===== src/rtl/fp_pkg.sv =====
// Shared fp16 definitions for the fp16->fp32 front end: element widths,
// the fp16 field layout and the serializer's word-holding states.
package fp_pkg;

    localparam int FP16_W        = 16;
    localparam int FP32_W        = 32;
    localparam int FP16_EXP_BIAS = 15;

    // IEEE half precision: 1 sign bit, 5 exponent bits, 10 mantissa bits.
    typedef struct packed {
        logic       sign;
        logic [4:0] exp;
        logic [9:0] mant;
    } fp16_t;

    // The serializer either has no word (EMPTY) or is walking the lanes of
    // the one word it holds (HOLD).
    typedef enum logic {
        ST_EMPTY = 1'b0,
        ST_HOLD  = 1'b1
    } ser_state_e;

endpackage


===== src/rtl/fp16_stream_serializer.sv =====
// Splits packed words of LANES fp16 values into a stream of single fp16
// elements, lane 0 first, tagged with lane index, end-of-word and
// end-of-packet. A single word register is enough for full throughput
// because the next word is accepted in the cycle the last lane leaves.
module fp16_stream_serializer
    import fp_pkg::*;
#(
    parameter int LANES  = 4,
    parameter int CNT_W  = $clog2(LANES + 1),
    parameter int LANE_W = $clog2(LANES)
) (
    input  logic                      clk_i,
    input  logic                      rst_i,

    input  logic                      in_valid_i,
    output logic                      in_ready_o,
    input  logic [LANES*FP16_W-1:0]   in_data_i,
    input  logic [CNT_W-1:0]          in_count_i,
    input  logic                      in_last_i,

    output logic                      out_valid_o,
    input  logic                      out_ready_i,
    output logic [FP16_W-1:0]         out_data_o,
    output logic [LANE_W-1:0]         out_lane_o,
    output logic                      out_word_end_o,
    output logic                      out_last_o,

    output logic [31:0]               elem_cnt_o
);

    localparam logic [CNT_W-1:0] LANES_C = CNT_W'(LANES);

    ser_state_e                  state_q,    state_d;
    fp16_t [LANES-1:0]           word_q,     word_d;
    logic  [LANE_W-1:0]          last_idx_q, last_idx_d;
    logic                        last_q,     last_d;
    logic  [LANE_W-1:0]          lane_q,     lane_d;
    logic  [31:0]                elem_cnt_q, elem_cnt_d;

    logic                        holding;
    logic                        at_last_lane;
    logic                        out_fire;
    logic                        word_done;
    logic                        in_ready;
    logic                        in_fire;
    logic  [CNT_W-1:0]           eff_cnt;
    logic  [LANE_W-1:0]          in_last_idx;

    // A count of zero means a full word, and anything past LANES is clamped,
    // so the stored value is the index of the last lane to emit.
    always_comb begin
        eff_cnt = in_count_i;
        if (in_count_i == '0 || in_count_i > LANES_C) begin
            eff_cnt = LANES_C;
        end
        in_last_idx = LANE_W'(eff_cnt - CNT_W'(1));
    end

    // Handshake decode; a new word may enter in the same cycle the last lane
    // of the held word is consumed, which gives the out_ready->in_ready
    // combinational path that keeps consecutive words bubble-free.
    always_comb begin
        holding      = (state_q == ST_HOLD);
        at_last_lane = (lane_q == last_idx_q);
        out_fire     = holding && out_ready_i;
        word_done    = out_fire && at_last_lane;
        in_ready     = !holding || word_done;
        in_fire      = in_valid_i && in_ready;
    end

    // Next-state: latch a word when one arrives, step through its lanes on
    // each consumed element, and fall back to EMPTY when nothing follows.
    always_comb begin
        state_d    = state_q;
        word_d     = word_q;
        last_idx_d = last_idx_q;
        last_d     = last_q;
        lane_d     = lane_q;
        elem_cnt_d = elem_cnt_q;

        if (out_fire) begin
            elem_cnt_d = elem_cnt_q + 32'd1;
        end

        unique case (state_q)
            ST_EMPTY: begin
                if (in_fire) begin
                    state_d    = ST_HOLD;
                    word_d     = in_data_i;
                    last_idx_d = in_last_idx;
                    last_d     = in_last_i;
                    lane_d     = '0;
                end
            end
            ST_HOLD: begin
                if (out_fire) begin
                    if (!at_last_lane) begin
                        lane_d = lane_q + LANE_W'(1);
                    end else if (in_fire) begin
                        word_d     = in_data_i;
                        last_idx_d = in_last_idx;
                        last_d     = in_last_i;
                        lane_d     = '0;
                    end else begin
                        state_d = ST_EMPTY;
                        lane_d  = '0;
                    end
                end
            end
            default: begin
                state_d = ST_EMPTY;
            end
        endcase
    end

    // State registers; reset throws away any partly sent word.
    always_ff @(posedge clk_i) begin
        if (rst_i) begin
            state_q    <= ST_EMPTY;
            word_q     <= '0;
            last_idx_q <= LANE_W'(LANES - 1);
            last_q     <= 1'b0;
            lane_q     <= '0;
            elem_cnt_q <= '0;
        end else begin
            state_q    <= state_d;
            word_q     <= word_d;
            last_idx_q <= last_idx_d;
            last_q     <= last_d;
            lane_q     <= lane_d;
            elem_cnt_q <= elem_cnt_d;
        end
    end

    // Outputs come straight from the registers, so the element seen by the
    // converter never depends on in_data_i within the same cycle.
    always_comb begin
        in_ready_o     = in_ready;
        out_valid_o    = holding;
        out_data_o     = word_q[lane_q];
        out_lane_o     = lane_q;
        out_word_end_o = holding && at_last_lane;
        out_last_o     = holding && at_last_lane && last_q;
        elem_cnt_o     = elem_cnt_q;
    end

endmodule

===== config.mk =====
export PLATFORM = sky130hd
export DESIGN_NAME = fp16_stream_serializer
export DESIGN_NICKNAME = d
export VERILOG_FILES = /design/src/rtl/fp_pkg.sv /design/src/rtl/fp16_stream_serializer.sv
export SDC_FILE = /design/constraint.sdc
export NUM_CORES = 1
export LEC_CHECK = 0
export ABC_AREA = 1
export CAP_MARGIN = 20
export CORE_AREA = 4 4 138 140
export DETAILED_ROUTE_END_ITERATION = 16
export DIE_AREA = 0 0 142 144
export SETUP_SLACK_MARGIN = 0.1
export SLEW_MARGIN = 20
export SYNTH_ARGS = -nofsm -noshare
export SYNTH_HDL_FRONTEND = slang
export SYNTH_SLANG_ARGS = --single-unit

===== constraint.sdc =====
create_clock -name clk_i -period 3 [get_ports clk_i]
set_clock_uncertainty 0.15 [all_clocks]
set_input_delay 0.6 -clock clk_i [delete_from_list [all_inputs] [get_ports clk_i]]
set_output_delay 0.6 -clock clk_i [all_outputs]
set_load 0.1 [all_outputs]

After elaboration in Yosys (flattened, before gate mapping). Cells that the tools add are included.

Flip-flop bits (word level): 102. Input port bits: 72. Logic and storage cells: 61.

$add $sub $neg: 3. $lt $le $gt $ge: 2. Equality and inequality tests: 4. Multiplexer cells: 23. Bitwise operators: 1. Reduce and logical (&&, ||, !) cells: 11.

Operators with widths (count): $mux 64 (3); $pmux 64 s2 (1); $add 32x1->32 const B (1); $bmux 16 s2 (1); $mux 16 (1); $mux 2 (7); $pmux 2 s2 (2); $mux 1 (6); $logic_and 1x1->1 (5); $ne 2x1->1 const B (2); $pmux 1 s2 (2); $reduce_and 2->1 (2); $gt 3x3->1 const B (1); $logic_not 3->1 (1); $lt 2x3->1 const B (1); $add 2x1->2 const B (1); $eq 2x2->1 (1); $logic_or 1x1->1 (2); $ne 2x2->1 const B (1); $sub 2x1->2 const B (1); $logic_not 1->1 (1); $not 1->1 (1).

Depth between registers and ports, before layout.
Depth after elaboration: 8. Mapped depth: 9. Depth with buffers taken out: 9.

Least setup slack after synthesis. Ideal clock, no wire load.

Path kind: register to output. Start point: register lane_q[0], in the netlist out_lane_o[0]. End point: output port out_last_o. Arrival time: 3.720 ns. Data required time: 2.250 ns. Path slack: -1.470 ns. Cell stages (with the launch flop): 5. Path buffers: 1. Path through: dfxtp_1 -> buf_2 -> xnor2_1 -> nand2_1 -> nor3b_1.

Longest elaborated chain between the ends: 3.

Ends and longest elaborated chain: start, declared (line fp16_stream_serializer.sv:37) `logic [LANE_W-1:0] lane_q, lane_d;`; start signal, assigned (line fp16_stream_serializer.sv:130) `lane_q <= lane_d;`; $eq 2x2->1 (line fp16_stream_serializer.sv:64) `at_last_lane = (lane_q == last_idx_q);`; $logic_and 1x1->1 (2 in a row) (line fp16_stream_serializer.sv:143) `out_last_o = holding && at_last_lane && last_q;`; end, declared (line fp16_stream_serializer.sv:26) `output logic out_last_o,`.

Every way passes these cells.

Worst setup path in the final report.
Start point: register lane_q[0], in the netlist out_lane_o[0]. End point: output port out_data_o[0].

Longest elaborated chain between the ends: 2.

Ends and longest elaborated chain: $bmux 16 s2 (line fp16_stream_serializer.sv:140) `out_data_o = word_q[lane_q];`; $mux 16 (not written as such) (line fp16_stream_serializer.sv:140); end, declared (line fp16_stream_serializer.sv:23) `output logic [FP16_W-1:0] out_data_o,`.

Every way passes these cells. The select of a mux whose other input is x is not followed.

==> impl_metrics.csv <==
group,metric,value,unit
timing,layout_min_cycle_time,2735,ps
routing,ant_nets,0,
cells_and_area,fin_cells,1158,
synthesis,synthTopCellsByArea,"dfxtp_1 39%, nor2_1 11%, nand2_1 10%, nand3_1 9.3%, inv_1 8.2%",
worst_setup_path,worstSetupStartpointType,"register",
clocking,cts_setup_buffers,0,
timing,setup_viol,0,
die,die_width,142,um
routing,wl_per_cell,13.82,um
routing,dr.pass1.iters,7,
clocking,cts.path.max_buffers,2,
clocking,clkSinkCount,102,
clocking,cts_buffers,9,
die,io_pins,126,
synthesis,syn_inst,831,
cells_and_area,final_layout_size_suffix_gt1_share,11.73,%
routing,num_vias,5446,
synthesis,ys_types,24,
clocking,cts_hold_buf,0,
synthesis,ys_seq_area_share,38.67,%
timing,final_max_slew_viol_count,0,
routing,routed_wl,16.01,mm
timing,max_freq,0.3657,GHz
synthesis,syn-mean-instance-area,6.354,um2
synthesis,yosys_register_bits,102,
routing,drt-initial-drc-count,399,
synthesis,yosysTopAreaCellShare,38.67,%
flow_run,drv_cap,0,
clocking,path_clk_slew,70,ps
place,dpl.hpwl,11.33,mm
die,die_h,144,um
worst_setup_path,cp_max_fo,21,
die,core_region_area,17840,um2
clocking,cts_resized,0,
worst_setup_path,slowest_stage,"dfxtp_2",
worst_setup_path,cpPeakStageDelay,600,ps
timing,rsz0062_at_grt,"no",
global_routing,track_usage,15.80,%
place,place.gp.congestion,0.8858,
timing,period_share,91.16,%
timing,finalHoldViolCount,0,
global_routing,antenna_found_initial,0,
place,port-buffer-count,125,
synthesis,ys_warn_count,0,
worst_setup_path,cp.arrival,1980,ps
pwr,power.density,495.8,nW/um2
clocking,htree_num_levels,3,
cells_and_area,syn2layout_area_growth,38.08,%
global_routing,grt_first_pass_wirelength,26.15,mm
synthesis,synth.net_count,904,
clocking,clkLatencyLatePin,360,ps
synthesis,synth_area,5280,um2
die,start_util,29.60,%
synthesis,synth_top_cell_by_area,"dfxtp_1",
hold_path,min_path_cells,2,
place,dpl.cell_count,1142,
pwr,peakVddDrop,0.2562,mV
clocking,root_buffer,"clkbuf_16",
cells_and_area,fill_cells,1890,
routing,viasPerCell,4.703,
hold_path,hold_path_class,"register to register",
cells_and_area,final-seq-area,2046,um2
worst_setup_path,path_cells,"buf_4 -> o21ai_0 -> o22ai_4 -> buf_12",
pwr,p_leak,3.222,nW
cells_and_area,final_nets,997,
status,status,"completed",
clocking,cts_tree,"done",
die,rows,49,
cells_and_area,multi_input_area,2794,um2
timing,worst_slew_pin_slew,594.7,ps
global_routing,grt_max_degree,94,
timing,max_slew_margin,60.35,%
worst_setup_path,crit_path_end_kind,"output pin",
worst_setup_path,reg2reg_slack,930,ps
timing,fin_setup_tns,0,ps
worst_setup_path,critical_path_class,"register to output pin",
routing,drc_errors,0,
global_routing,globalRouteOverflowTotal,0,
cells_and_area,antennaDiodeCount,0,
die,die_area,20450,um2
worst_setup_path,rr_worst_depth,7,
global_routing,grt_pass1_vias,5059,
worst_setup_path,cp.required,2250,ps
==> cells by family after synthesis <==
kind of cell,after synthesis,synth area share [%]
and+or+nand+nor,412,33.15
buffers and inverters,166,12.94
DFF,102,38.67
AOI/OAI and AO/OA,145,14.17
xor gates and xnor gates,5,0.8295
adders and majority gates,1,0.2369
==> flip-flops by register name, indices dropped and copies added, names as in the netlist <==
| name | cells |
|---|---|
| elem_cnt_o | 32 |
| out_lane_o | 2 |
| last_idx_q | 2 |
| last_q | 1 |
| out_valid_o | 1 |
| word_q | 64 |
==> through the flow <==
step / worst slack, ps / power [W] / hold slack [ps] / util [%] / cell area (um2)
final: 265.2 / 0.003615 / 332.3 / 40.87 / 7291
after global routing: 121.5 / 0.003790 / 364.0 / 40.87 / 7291
after CTS: 251.8 / 0.003663 / 335.1 / 40.87 / 7291
after detailed placement: 583.2 / 0.002489 / 313.7 / 39.25 / 7003
after global placement: 581.9 / 0.002484 / 307.0 / 39.25 / 7003
after floorplan: 167.0 / 0.002154 / 296.2 / - / 5518
==> layout by cell type (no fill, tap or decap), drive strengths merged, types with 7 or more instances in the layout <==
master	netlist	layout
buf	26	62
nand4	7	7
clkbuf	24	9
nand2	144	144
clkdlybuf4s50	0	70
nand3	99	99
o22ai	16	16
o21ai	44	44
inv	116	120
nor2	155	155
a21oi	84	84
dfxtp	102	102
==> per-layer routing <==
layer | share of wire, % | track usage [%] | routed length (um) | up-vias
met5 | 0 | 0 | 0 | -
met4 | 1.2 | 3.788 | 198 | 0
met3 | 6.3 | 4.597 | 1015 | 17
met2 | 44 | 24.35 | 7121 | 131
met1 | 48 | 21.87 | 7670 | 2477
li1 | - | - | - | 2821
==> worst max-delay path: cells and delay by family, from the launching register on <==
family / cells / cell delay (ps)
AO/OA/AOI/OAI: 2 / 490
buffers and inverters: 2 / 530
flip-flops: 1 / 600
==> synth_stat cells <==
cell type	number
dfxtp_1	102
nand3_2	1
nand3_1	98
buf_1	8
nand2_2	3
clkbuf_1	24
a21oi_1	84
xor2_1	2
nand2_1	141
o21bai_1	1
xnor2_1	3
and3_1	1
buf_6	6
nor3_1	3
buf_2	12
o22ai_1	16
o21ai_0	44
nand4_1	7
nor2_2	1
ha_1	1
nor3b_1	3
inv_1	116
nor2_4	4
nor2_1	150
==> area by class of cell <==
class | count | share of cell area, %
multi-input combinational | 563 | 38.32
sequential | 102 | 28.06
timing repair buffer | 132 | 19.77
inverter | 116 | 5.972
tap | 229 | 3.930
clock buffer | 9 | 3.089
clock inverter | 7 | 0.8581
==> power by group <==
part	switching [W]	internal [W]	total [W]	leakage, nW
Clock	0.000580	0.000582	0.00116	0.139
Combinational	0.000594	0.000371	0.000965	2.24
Sequential	0.0000557	0.00143	0.00149	0.839
Total	0.00123	0.00239	0.00362	3.22
==> worst paths after layout <==
kind	start	to
worst max-delay path	out_lane_o[0]	out_data_o[0]
worst min-delay path	last_q	last_q
worst max register to register	out_lane_o[1]	word_q[47]
worst min register to register	last_q	last_q
No activity file was read; power rests on OpenSTA's default activity.
